File: src/rtl/maze_pkg.sv
// Shared maze constants, direction codes, round states and wall-index helpers.
package maze_pkg;

  localparam int MAZE_COLS = 10;
  localparam int MAZE_ROWS = 15;

  localparam int H_WALL_W   = (MAZE_ROWS + 1) * MAZE_COLS;
  localparam int V_WALL_W   = MAZE_ROWS * (MAZE_COLS + 1);
  localparam int WALL_IDX_W = $clog2((H_WALL_W > V_WALL_W) ? H_WALL_W : V_WALL_W);

  localparam logic [1:0] DIR_UP    = 2'd0;
  localparam logic [1:0] DIR_RIGHT = 2'd1;
  localparam logic [1:0] DIR_DOWN  = 2'd2;
  localparam logic [1:0] DIR_LEFT  = 2'd3;

  typedef enum logic [2:0] {
    IDLE,
    GEN_RST,
    GEN_WAIT,
    PLAY,
    WON
  } state_e;

  typedef logic [WALL_IDX_W-1:0] wall_idx_t;

  // Index of the horizontal wall directly above cell (row, col).
  function automatic wall_idx_t h_wall_idx(input logic [3:0] row, input logic [3:0] col);
    return wall_idx_t'(int'(row) * MAZE_COLS + int'(col));
  endfunction

  // Index of the vertical wall directly left of cell (row, col).
  function automatic wall_idx_t v_wall_idx(input logic [3:0] row, input logic [3:0] col);
    return wall_idx_t'(int'(row) * (MAZE_COLS + 1) + int'(col));
  endfunction

endpackage

File: src/rtl/maze_wall_lookup.sv
// Combinational move check: a move is blocked by a closed wall or by the grid edge.
module maze_wall_lookup
  import maze_pkg::*;
(
  input  logic [3:0]          row,
  input  logic [3:0]          col,
  input  logic [1:0]          dir,
  input  logic [H_WALL_W-1:0] h_walls,
  input  logic [V_WALL_W-1:0] v_walls,
  output logic                blocked
);

  // Edge check and wall bit are OR-ed so an open wall on the border never lets the player out.
  always_comb begin
    blocked = 1'b1;
    case (dir)
      DIR_UP:    blocked = (row == 4'd0) || h_walls[h_wall_idx(row, col)];
      DIR_DOWN:  blocked = (row == 4'(MAZE_ROWS - 1)) || h_walls[h_wall_idx(4'(row + 4'd1), col)];
      DIR_LEFT:  blocked = (col == 4'd0) || v_walls[v_wall_idx(row, col)];
      DIR_RIGHT: blocked = (col == 4'(MAZE_COLS - 1)) || v_walls[v_wall_idx(row, col) + wall_idx_t'(1)];
      default:   blocked = 1'b1;
    endcase
  end

endmodule

File: src/rtl/maze_game_controller.sv
// Round sequencer: pulses the generator reset, waits for the maze, then runs player moves.
module maze_game_controller
  import maze_pkg::*;
#(
  parameter int COLS           = MAZE_COLS,
  parameter int ROWS           = MAZE_ROWS,
  parameter int GEN_RST_CYCLES = 4,
  parameter int CNT_W          = 16
) (
  input  logic                       clk,
  input  logic                       rst,
  input  logic                       start,
  input  logic                       move_valid,
  input  logic [1:0]                 move_dir,
  input  logic                       gen_busy,
  input  logic [(ROWS+1)*COLS-1:0]   h_walls,
  input  logic [ROWS*(COLS+1)-1:0]   v_walls,
  output logic                       gen_rst,
  output logic                       ready,
  output logic [3:0]                 player_row,
  output logic [3:0]                 player_col,
  output logic [CNT_W-1:0]           move_count,
  output logic                       bump,
  output logic                       won
);

  localparam int GC_W = $clog2(GEN_RST_CYCLES + 1);
  localparam logic [GC_W-1:0] GC_LOAD = GC_W'(GEN_RST_CYCLES - 1);

  state_e           state_reg;
  logic [GC_W-1:0]  gen_cnt_reg;
  logic             settle_reg;
  logic             gen_rst_reg;
  logic             ready_reg;
  logic             won_reg;
  logic             bump_reg;
  logic [3:0]       row_reg;
  logic [3:0]       col_reg;
  logic [CNT_W-1:0] move_count_reg;

  logic             blocked;
  logic [3:0]       row_next;
  logic [3:0]       col_next;
  logic             at_exit;

  maze_wall_lookup u_wall_lookup (
    .row     (row_reg),
    .col     (col_reg),
    .dir     (move_dir),
    .h_walls (h_walls),
    .v_walls (v_walls),
    .blocked (blocked)
  );

  // Candidate position for the requested direction; only committed when the move is not blocked.
  always_comb begin
    row_next = row_reg;
    col_next = col_reg;
    case (move_dir)
      DIR_UP:    row_next = row_reg - 4'd1;
      DIR_DOWN:  row_next = row_reg + 4'd1;
      DIR_LEFT:  col_next = col_reg - 4'd1;
      DIR_RIGHT: col_next = col_reg + 4'd1;
      default:   ;
    endcase
    at_exit = (row_next == 4'(ROWS - 1)) && (col_next == 4'(COLS - 1));
  end

  // Round FSM with registered outputs; start outside IDLE/WON restarts generation and drops any move.
  always_ff @(posedge clk or negedge rst) begin
    if (!rst) begin
      state_reg      <= IDLE;
      gen_cnt_reg    <= '0;
      settle_reg     <= 1'b0;
      gen_rst_reg    <= 1'b1;
      ready_reg      <= 1'b0;
      won_reg        <= 1'b0;
      bump_reg       <= 1'b0;
      row_reg        <= '0;
      col_reg        <= '0;
      move_count_reg <= '0;
    end else begin
      bump_reg <= 1'b0;
      if (start) begin
        state_reg   <= GEN_RST;
        gen_cnt_reg <= GC_LOAD;
        gen_rst_reg <= 1'b1;
        ready_reg   <= 1'b0;
        won_reg     <= 1'b0;
      end else begin
        case (state_reg)
          IDLE: gen_rst_reg <= 1'b1;
          GEN_RST: begin
            if (gen_cnt_reg == '0) begin
              state_reg   <= GEN_WAIT;
              gen_rst_reg <= 1'b0;
              settle_reg  <= 1'b1;
            end else begin
              gen_cnt_reg <= gen_cnt_reg - 1'b1;
            end
          end
          GEN_WAIT: begin
            if (settle_reg) begin
              settle_reg <= 1'b0;
            end else if (!gen_busy) begin
              state_reg      <= PLAY;
              ready_reg      <= 1'b1;
              row_reg        <= '0;
              col_reg        <= '0;
              move_count_reg <= '0;
            end
          end
          PLAY: begin
            if (move_valid) begin
              if (blocked) begin
                bump_reg <= 1'b1;
              end else begin
                row_reg <= row_next;
                col_reg <= col_next;
                if (move_count_reg != {CNT_W{1'b1}}) begin
                  move_count_reg <= move_count_reg + 1'b1;
                end
                if (at_exit) begin
                  state_reg <= WON;
                  ready_reg <= 1'b0;
                  won_reg   <= 1'b1;
                end
              end
            end
          end
          WON: ;
          default: state_reg <= IDLE;
        endcase
      end
    end
  end

  assign gen_rst    = gen_rst_reg;
  assign ready      = ready_reg;
  assign won        = won_reg;
  assign bump       = bump_reg;
  assign player_row = row_reg;
  assign player_col = col_reg;
  assign move_count = move_count_reg;

endmodule

File: config.mk
export PLATFORM = sky130hd
export DESIGN_NAME = maze_game_controller
export DESIGN_NICKNAME = d
export VERILOG_FILES = /design/src/rtl/maze_pkg.sv /design/src/rtl/maze_wall_lookup.sv /design/src/rtl/maze_game_controller.sv
export SDC_FILE = /design/constraint.sdc
export NUM_CORES = 1
export LEC_CHECK = 0
export ABC_AREA = 1
export CORE_MARGIN = 1.5
export CORE_UTILIZATION = 33
export CTS_CLUSTER_SIZE = 12
export DETAILED_ROUTE_END_ITERATION = 7
export MAX_ROUTING_LAYER = met4
export PLACE_DENSITY = 0.66
export REMOVE_ABC_BUFFERS = 1
export SLEW_MARGIN = 20
export SYNTH_ARGS = -nofsm -noshare
export SYNTH_HDL_FRONTEND = slang
export SYNTH_HIERARCHICAL = 1
export SYNTH_SLANG_ARGS = --single-unit
File: constraint.sdc
create_clock -name clk -period 4.4 [get_ports clk]
set_input_delay 0.66 -clock clk [delete_from_list [all_inputs] [get_ports clk]]
set_output_delay 0.66 -clock clk [all_outputs]
set_load 0.02 [all_outputs]
# ---- Word level (Yosys, flattened, before mapping)
# Cells that the tools add are included.
# W data, S select, Z words.
dict set report totals {
  ff_bits 35
  inputBits 332
  elab_cells 139
  output_inout_bits 28
}
dict set report op_classes {
  n_lt_le_gt_ge 4
  eq_ne 27
  n_addsub 10
  mux 57
  bitwise 1
  n_reduce_logical 27
  n_mul 3
}
# cell count
set ops {}
lappend ops {{$mux W16} 5}
lappend ops {{$lt A8 B9 Y1 const B} 4}
lappend ops {{$bmux W1 S8} 4}
lappend ops {{$pmux W16 S2} 1}
lappend ops {{$pmux W4 S2} 4}
lappend ops {{$mux W3} 10}
lappend ops {{$add A8 B5 Y8} 3}
lappend ops {{$mux W4} 6}
lappend ops {{$mux W1} 22}
lappend ops {{$ne A3 B3 Y1 const B} 6}
lappend ops {{$add A16 B1 Y16 const B} 1}
lappend ops {{$eq A4 B4 Y1 const B} 4}
lappend ops {{$ne A16 B16 Y1 const B} 1}
lappend ops {{$ne A2 B2 Y1 const B} 8}
lappend ops {{$mul A4 B3 Y7 const B} 2}
lappend ops {{$reduce_and A7 Y1} 2}
lappend ops {{$pmux W3 S4} 1}
lappend ops {{$reduce_and A6 Y1} 2}
lappend ops {{$reduce_bool A2 Y1} 6}
lappend ops {{$add A4 B1 Y4 const B} 2}
lappend ops {{$add A8 B1 Y8 const B} 1}
lappend ops {{$logic_not A4 Y1} 2}
lappend ops {{$mul A4 B4 Y8 const B} 1}
lappend ops {{$sub A4 B1 Y4 const B} 2}
lappend ops {{19 further kinds} 29}

# ---- Depth between registers and ports, before layout
dict set report logic_depth {
  ltp_word 11
  ltp_mapped 33
  depth_no_buf 32
}

# ---- Modules after synthesis
# Netlist, hierarchy kept.
# module cells_each n_inst area_per_inst_um2
set by_module_without_submodules {}
lappend by_module_without_submodules {maze_wall_lookup 1493 1 7225.7}
lappend by_module_without_submodules {maze_game_controller 311 1 2307.2}

# ---- Worst setup path after synthesis
# No wires, ideal clock.
dict set report synth_timing {
  path_type {register to register}
  startpoint {reg row_reg[0] (netlist: player_row[0])}
  endpoint {reg move_count_reg[13] (netlist: move_count[13])}
  stages_incl_launch_ff 33
  period_less_slack_ns 4.342
  path_buffers 4
  t_arrival_ns 4.223
  required_time_ns 4.282
  path_slack_ns 0.058
  setup_time_ns 0.118
  cell_sequence {dfrtp_1 > inv_1 > ha_1 > ha_1 > ha_1 > fa_1 > buf_2 > nand3_1 > clkinv_1 > nor2_1 > nor2_1 > buf_4 > nand3_1 > nand2_1 > nand2_1 > nand2_1 > nand2_1 > nand4_1 > nand2_1 > clkinv_1 > nand2_1 > nand3_1 > nand2_1 > inv_1 > o21ai_2 > nor2_4 > nand2_4 > inv_6 > nand2_4 > buf_6 > buf_8 > nand2_1 > o21ai_2}
}
dict set report synth_via {
  elab_chain_cells 9
  elab_cells_between_ends 25
  cone_classes {add/sub (5); mul (3); eq/ne (2); mux (9); reduce/logical (6)}
}
# element line
set synth_lines {}
lappend synth_lines {{start, declared} maze_game_controller.sv:37} ;# logic [3:0] row_reg;
lappend synth_lines {{start signal, assigned} maze_game_controller.sv:118} ;# row_reg <= row_next;
lappend synth_lines {{$mul A4 B4 Y8 / $add A4 B1 Y4 (equally long branches)} {maze_pkg.sv:33, maze_wall_lookup.sv:18}}
lappend synth_lines {{$add A8 B5 Y8 / $mul A4 B3 Y7 (equally long branches)} {maze_pkg.sv:33, maze_pkg.sv:28}}
lappend synth_lines {{$add A8 B1 Y8 / $add A8 B5 Y8 (equally long branches)} {maze_wall_lookup.sv:20, maze_pkg.sv:28}}
lappend synth_lines {{$bmux W1 S8, on equally long branches} {maze_wall_lookup.sv:20, maze_wall_lookup.sv:18}}
lappend synth_lines {{$mux W1, on equally long branches} {maze_wall_lookup.sv:20, maze_wall_lookup.sv:18}}
lappend synth_lines {{$logic_or A1 B1 Y1, on equally long branches} {maze_wall_lookup.sv:20, maze_wall_lookup.sv:18}}
lappend synth_lines {{$pmux W1 S4 (*)} maze_wall_lookup.sv:16} ;# case (dir)
lappend synth_lines {{net blocked} maze_game_controller.sv:41} ;# logic blocked;
lappend synth_lines {{$ne A2 B2 Y1 (no line) (*)} n/a}
lappend synth_lines {{$reduce_and A7 Y1 (no line) (*)} n/a}
lappend synth_lines {{end signal, assigned} maze_game_controller.sv:121} ;# move_count_reg <= move_count_reg + 1'b1;
lappend synth_lines {{end, declared} maze_game_controller.sv:39} ;# logic [CNT_W-1:0] move_count_reg;
# Mark *: on every way through the listed nets, which the timed path passes. The rest lies on a longest branch. The select of a mux whose other input is x is not followed.
# A chain may end at the register's enable or synchronous reset.

# ---- Worst setup path in the final report
dict set report layout_timing {
  startpoint {reg row_reg[1] (netlist: player_row[1])}
  endpoint {reg move_count_reg[12] (netlist: move_count[12])}
}
# Same word-level chain as after synthesis.

==> impl_metrics.env <==
export IMPL_outcome="complete, no violations"
export IMPL_grt_start_max_net_pins=141
export IMPL_tightest_slew_ns=0.946
export IMPL_yosysTopAreaCell="nand3_1"
export IMPL_critPathMaxFanout=16
export IMPL_ys_flop_type="dfrtp_1"
export IMPL_rsz0062_at_grt="true"
export IMPL_hold_start="ready$_DFFE_PN0P_"
export IMPL_clkLatencyLatePin_ns=0.28
export IMPL_drcViolationCount=0
export IMPL_met3_length_mm=2.73
export IMPL_layout_nets=2499
export IMPL_syn_to_final_growth_pct=46.8
export IMPL_htreeDepth=2
export IMPL_cts_sinks=35
export IMPL_p_leak_nw=6.25
export IMPL_io_buffers=359
export IMPL_path_clk_slew_ns=0.05
export IMPL_core_area_um2=28500
export IMPL_io_pins=360
export IMPL_ys_async_sr_fraction=1.00
export IMPL_ys_seq_elements=35
export IMPL_combPwrFrac=0.932
export IMPL_synth_top_cell_area_share=0.268
export IMPL_place_hpwl_mm=32.5
export IMPL_met2_length_mm=20.0
export IMPL_rows=62
export IMPL_dieArea_um2=29900
export IMPL_antenna_found_initial=2
export IMPL_cp_startpoint="player_row[1]$_DFFE_PN0P_"
export IMPL_cts_hold_buf=0
export IMPL_totalWireLength_mm=41.9
export IMPL_wire_per_inst_um=16.7
export IMPL_routed_via_density=5.38
export IMPL_synthTopCellsByCount="nand2_1 (594), nand3_1 (510), inv_1 (155), o21ai_0 (68)"
export IMPL_grt_usage=0.273
export IMPL_finalNonFillerCells=2507
export IMPL_drive_gt1_frac=0.0764
export IMPL_largest_reg_flops=16
export IMPL_place_congestion=0.959
export IMPL_dp_cells=2487
export IMPL_cts_root_buf="clkbuf_16"
export IMPL_r2r_start="player_row[1]$_DFFE_PN0P_"
export IMPL_die_width_um=173
export IMPL_clockBufferDepth=2
export IMPL_grt_pass1_vias=12600
export IMPL_seq_area_frac_synth=0.0920
export IMPL_clockPowerShare=0.027
export IMPL_hold_violations=0
export IMPL_irDropWorstVdd_uv=600
export IMPL_fmax_ghz=0.239
export IMPL_place_area_um2=13600
export IMPL_critPathCaptureType="flop"
export IMPL_cap_violations=0
export IMPL_slew_violations=0
export IMPL_drt_iter0_markers=1520
export IMPL_critPathMaxStageDelay_ns=0.69
export IMPL_final_setup_viol_count=0
export IMPL_swShare=0.608
export IMPL_fillers=3017
export IMPL_wl_met1_mm=17.7
export IMPL_period_needed_ns=4.18
export IMPL_cp_slowest_cell="fa_2"
export IMPL_syn_instance_count=1804
export IMPL_postLayoutCoreUtil=0.490
export IMPL_finish_instance_area_um2=14000
export IMPL_pwr_share_seq=0.040
export IMPL_ys_warn_count=6
export IMPL_cp_required_ns=4.61
export IMPL_synthTopCellsByArea="nand3_1 (27%), nand2_1 (23%), dfrtp_1 (8.9%)"
export IMPL_hold_class="reg2reg"
export IMPL_ant_nets=0
export IMPL_path_class="reg2reg"
export IMPL_relSlewSlack=0.369
export IMPL_dieHeight_um=173
export IMPL_crit_arrival_ns=4.38
export IMPL_fin_skew_ns=0.00679
export IMPL_gr_total_overflow=0
export IMPL_powerDensity_nw_per_um2=887
export IMPL_worstSetupStartpointType="flop"
export IMPL_synthMostInstantiatedCell="nand2_1"
export IMPL_synth_area_per_cell_um2=5.28
export IMPL_cts_tree="built"
export IMPL_dr_pass1_iters=6
export IMPL_cts_buffers=5
export IMPL_start_util=0.334
export IMPL_p_int_mw=4.87
export IMPL_crit_path_frequent_cell="nand3_1"
export IMPL_grt_first_pass_wirelength_mm=65.3
export IMPL_fin_crit_sh=0.949
export IMPL_syn_area_um2=9530
export IMPL_synth_edff_count=0
export IMPL_maxUsedRoutingLayer="met4"
export IMPL_vias=13500
export IMPL_synthDistinctLibCells=45
export IMPL_p_sw_mw=7.55
[path summary, 6_finish.rpt]
check                                             endpoint  slack [ns]  cells past startpoint
worst max-delay path            move_count[12]$_DFFE_PN0P_        0.22                     26
worst min-delay path                     ready$_DFFE_PN0P_        0.48                      2
worst max register to register  move_count[12]$_DFFE_PN0P_        0.22                     26
worst min register to register           ready$_DFFE_PN0P_        0.48                      2
max in group asynchronous        player_col[0]$_DFFE_PN0P_        3.25                      2
min in group asynchronous         state_reg[1]$_DFFE_PN0P_        0.80                      2
[repair_timing]
| item | in CTS | in global routing |
|---|---|---|
| setup endpoints to repair | 0 | 29 |
| resized for setup | 0 | 60 |
| setup buffers | 0 | 10 |
[metrics by stage]
stage | worst slack, ns | hold WS [ns] | total power [mW] | TNS, ns
after floorplan | -4.75 | 0.364 | 7.46 | -136.78
after global placement | 0.136 | 0.469 | 11.5 | 0
after detailed placement | 0.0174 | 0.468 | 11.5 | 0
after CTS | 0.0182 | 0.484 | 11.9 | 0
after global routing | -0.0182 | 0.519 | 13.5 | -0.0489
final | 0.224 | 0.480 | 12.4 | 0
[routing by layer]
layer / global-route usage / vias to the layer above
li1: - / 6642
met1: 0.347 / 6186
met2: 0.447 / 572
met3: 0.0279 / 90
met4: 0.100 / 0
met5: - / -
[cell families after synthesis]
| kind of cell | synth area share |
|---|---|
| buffers and inverters | 0.133 |
| flip-flops | 0.0920 |
| adder cells (fa/ha/maj) | 0.0688 |
| AND/OR/NAND/NOR | 0.555 |
| AO/OA/AOI/OAI | 0.132 |
| XOR/XNOR | 0.0192 |
[final cells by class]
cell class              instances  area [µm²]  share of cell area
well taps                     384         480              0.0343
flip-flops and latches         35         883              0.0631
diodes                          2        5.00            0.000358
inverters                     172         669              0.0478
repair buffers                425        4240               0.303
clock inverters                 3        15.0             0.00107
clock buffers                   5         125             0.00894
multi-input cells            1481        7570               0.541
[power groups by stage]
stage	clock [mW]	combinational [mW]	sequential, mW
after floorplan	0	6.84	0.620
after global placement	0	11.0	0.498
after detailed placement	0	11.0	0.500
after CTS	0.348	11.1	0.497
after global routing	0.360	12.7	0.515
final	0.338	11.6	0.502
[worst max-delay path, delay by kind of cell, from the launching register on]
| kind | cells | cell delay, ns |
|---|---|---|
| fa+ha+maj | 3 | 1.47 |
| simple gates | 13 | 1.14 |
| buf+inv | 8 | 0.79 |
| flops | 1 | 0.45 |
| compound gates | 2 | 0.21 |
[cells in the final DEF (no fill, tap or decap), types with 10 or more instances in the layout]
| cell type | synthesis | layout |
|---|---|---|
| nor2_1 | 49 | 45 |
| o21ai_0 | 68 | 68 |
| o211ai_1 | 51 | 51 |
| ha_1 | 38 | 31 |
| buf_4 | 10 | 49 |
| nand2_2 | 9 | 16 |
| dfrtp_1 | 34 | 29 |
| inv_2 | 12 | 17 |
| nand4_1 | 11 | 11 |
| a21oi_1 | 48 | 48 |
| inv_1 | 155 | 150 |
| buf_12 | 0 | 10 |
| o21ai_1 | 23 | 22 |
| nand2_1 | 594 | 584 |
| nand3_1 | 510 | 504 |
| xor2_1 | 11 | 10 |
| clkdlybuf4s50_1 | 0 | 359 |
(Power assumes the default switching activity.)
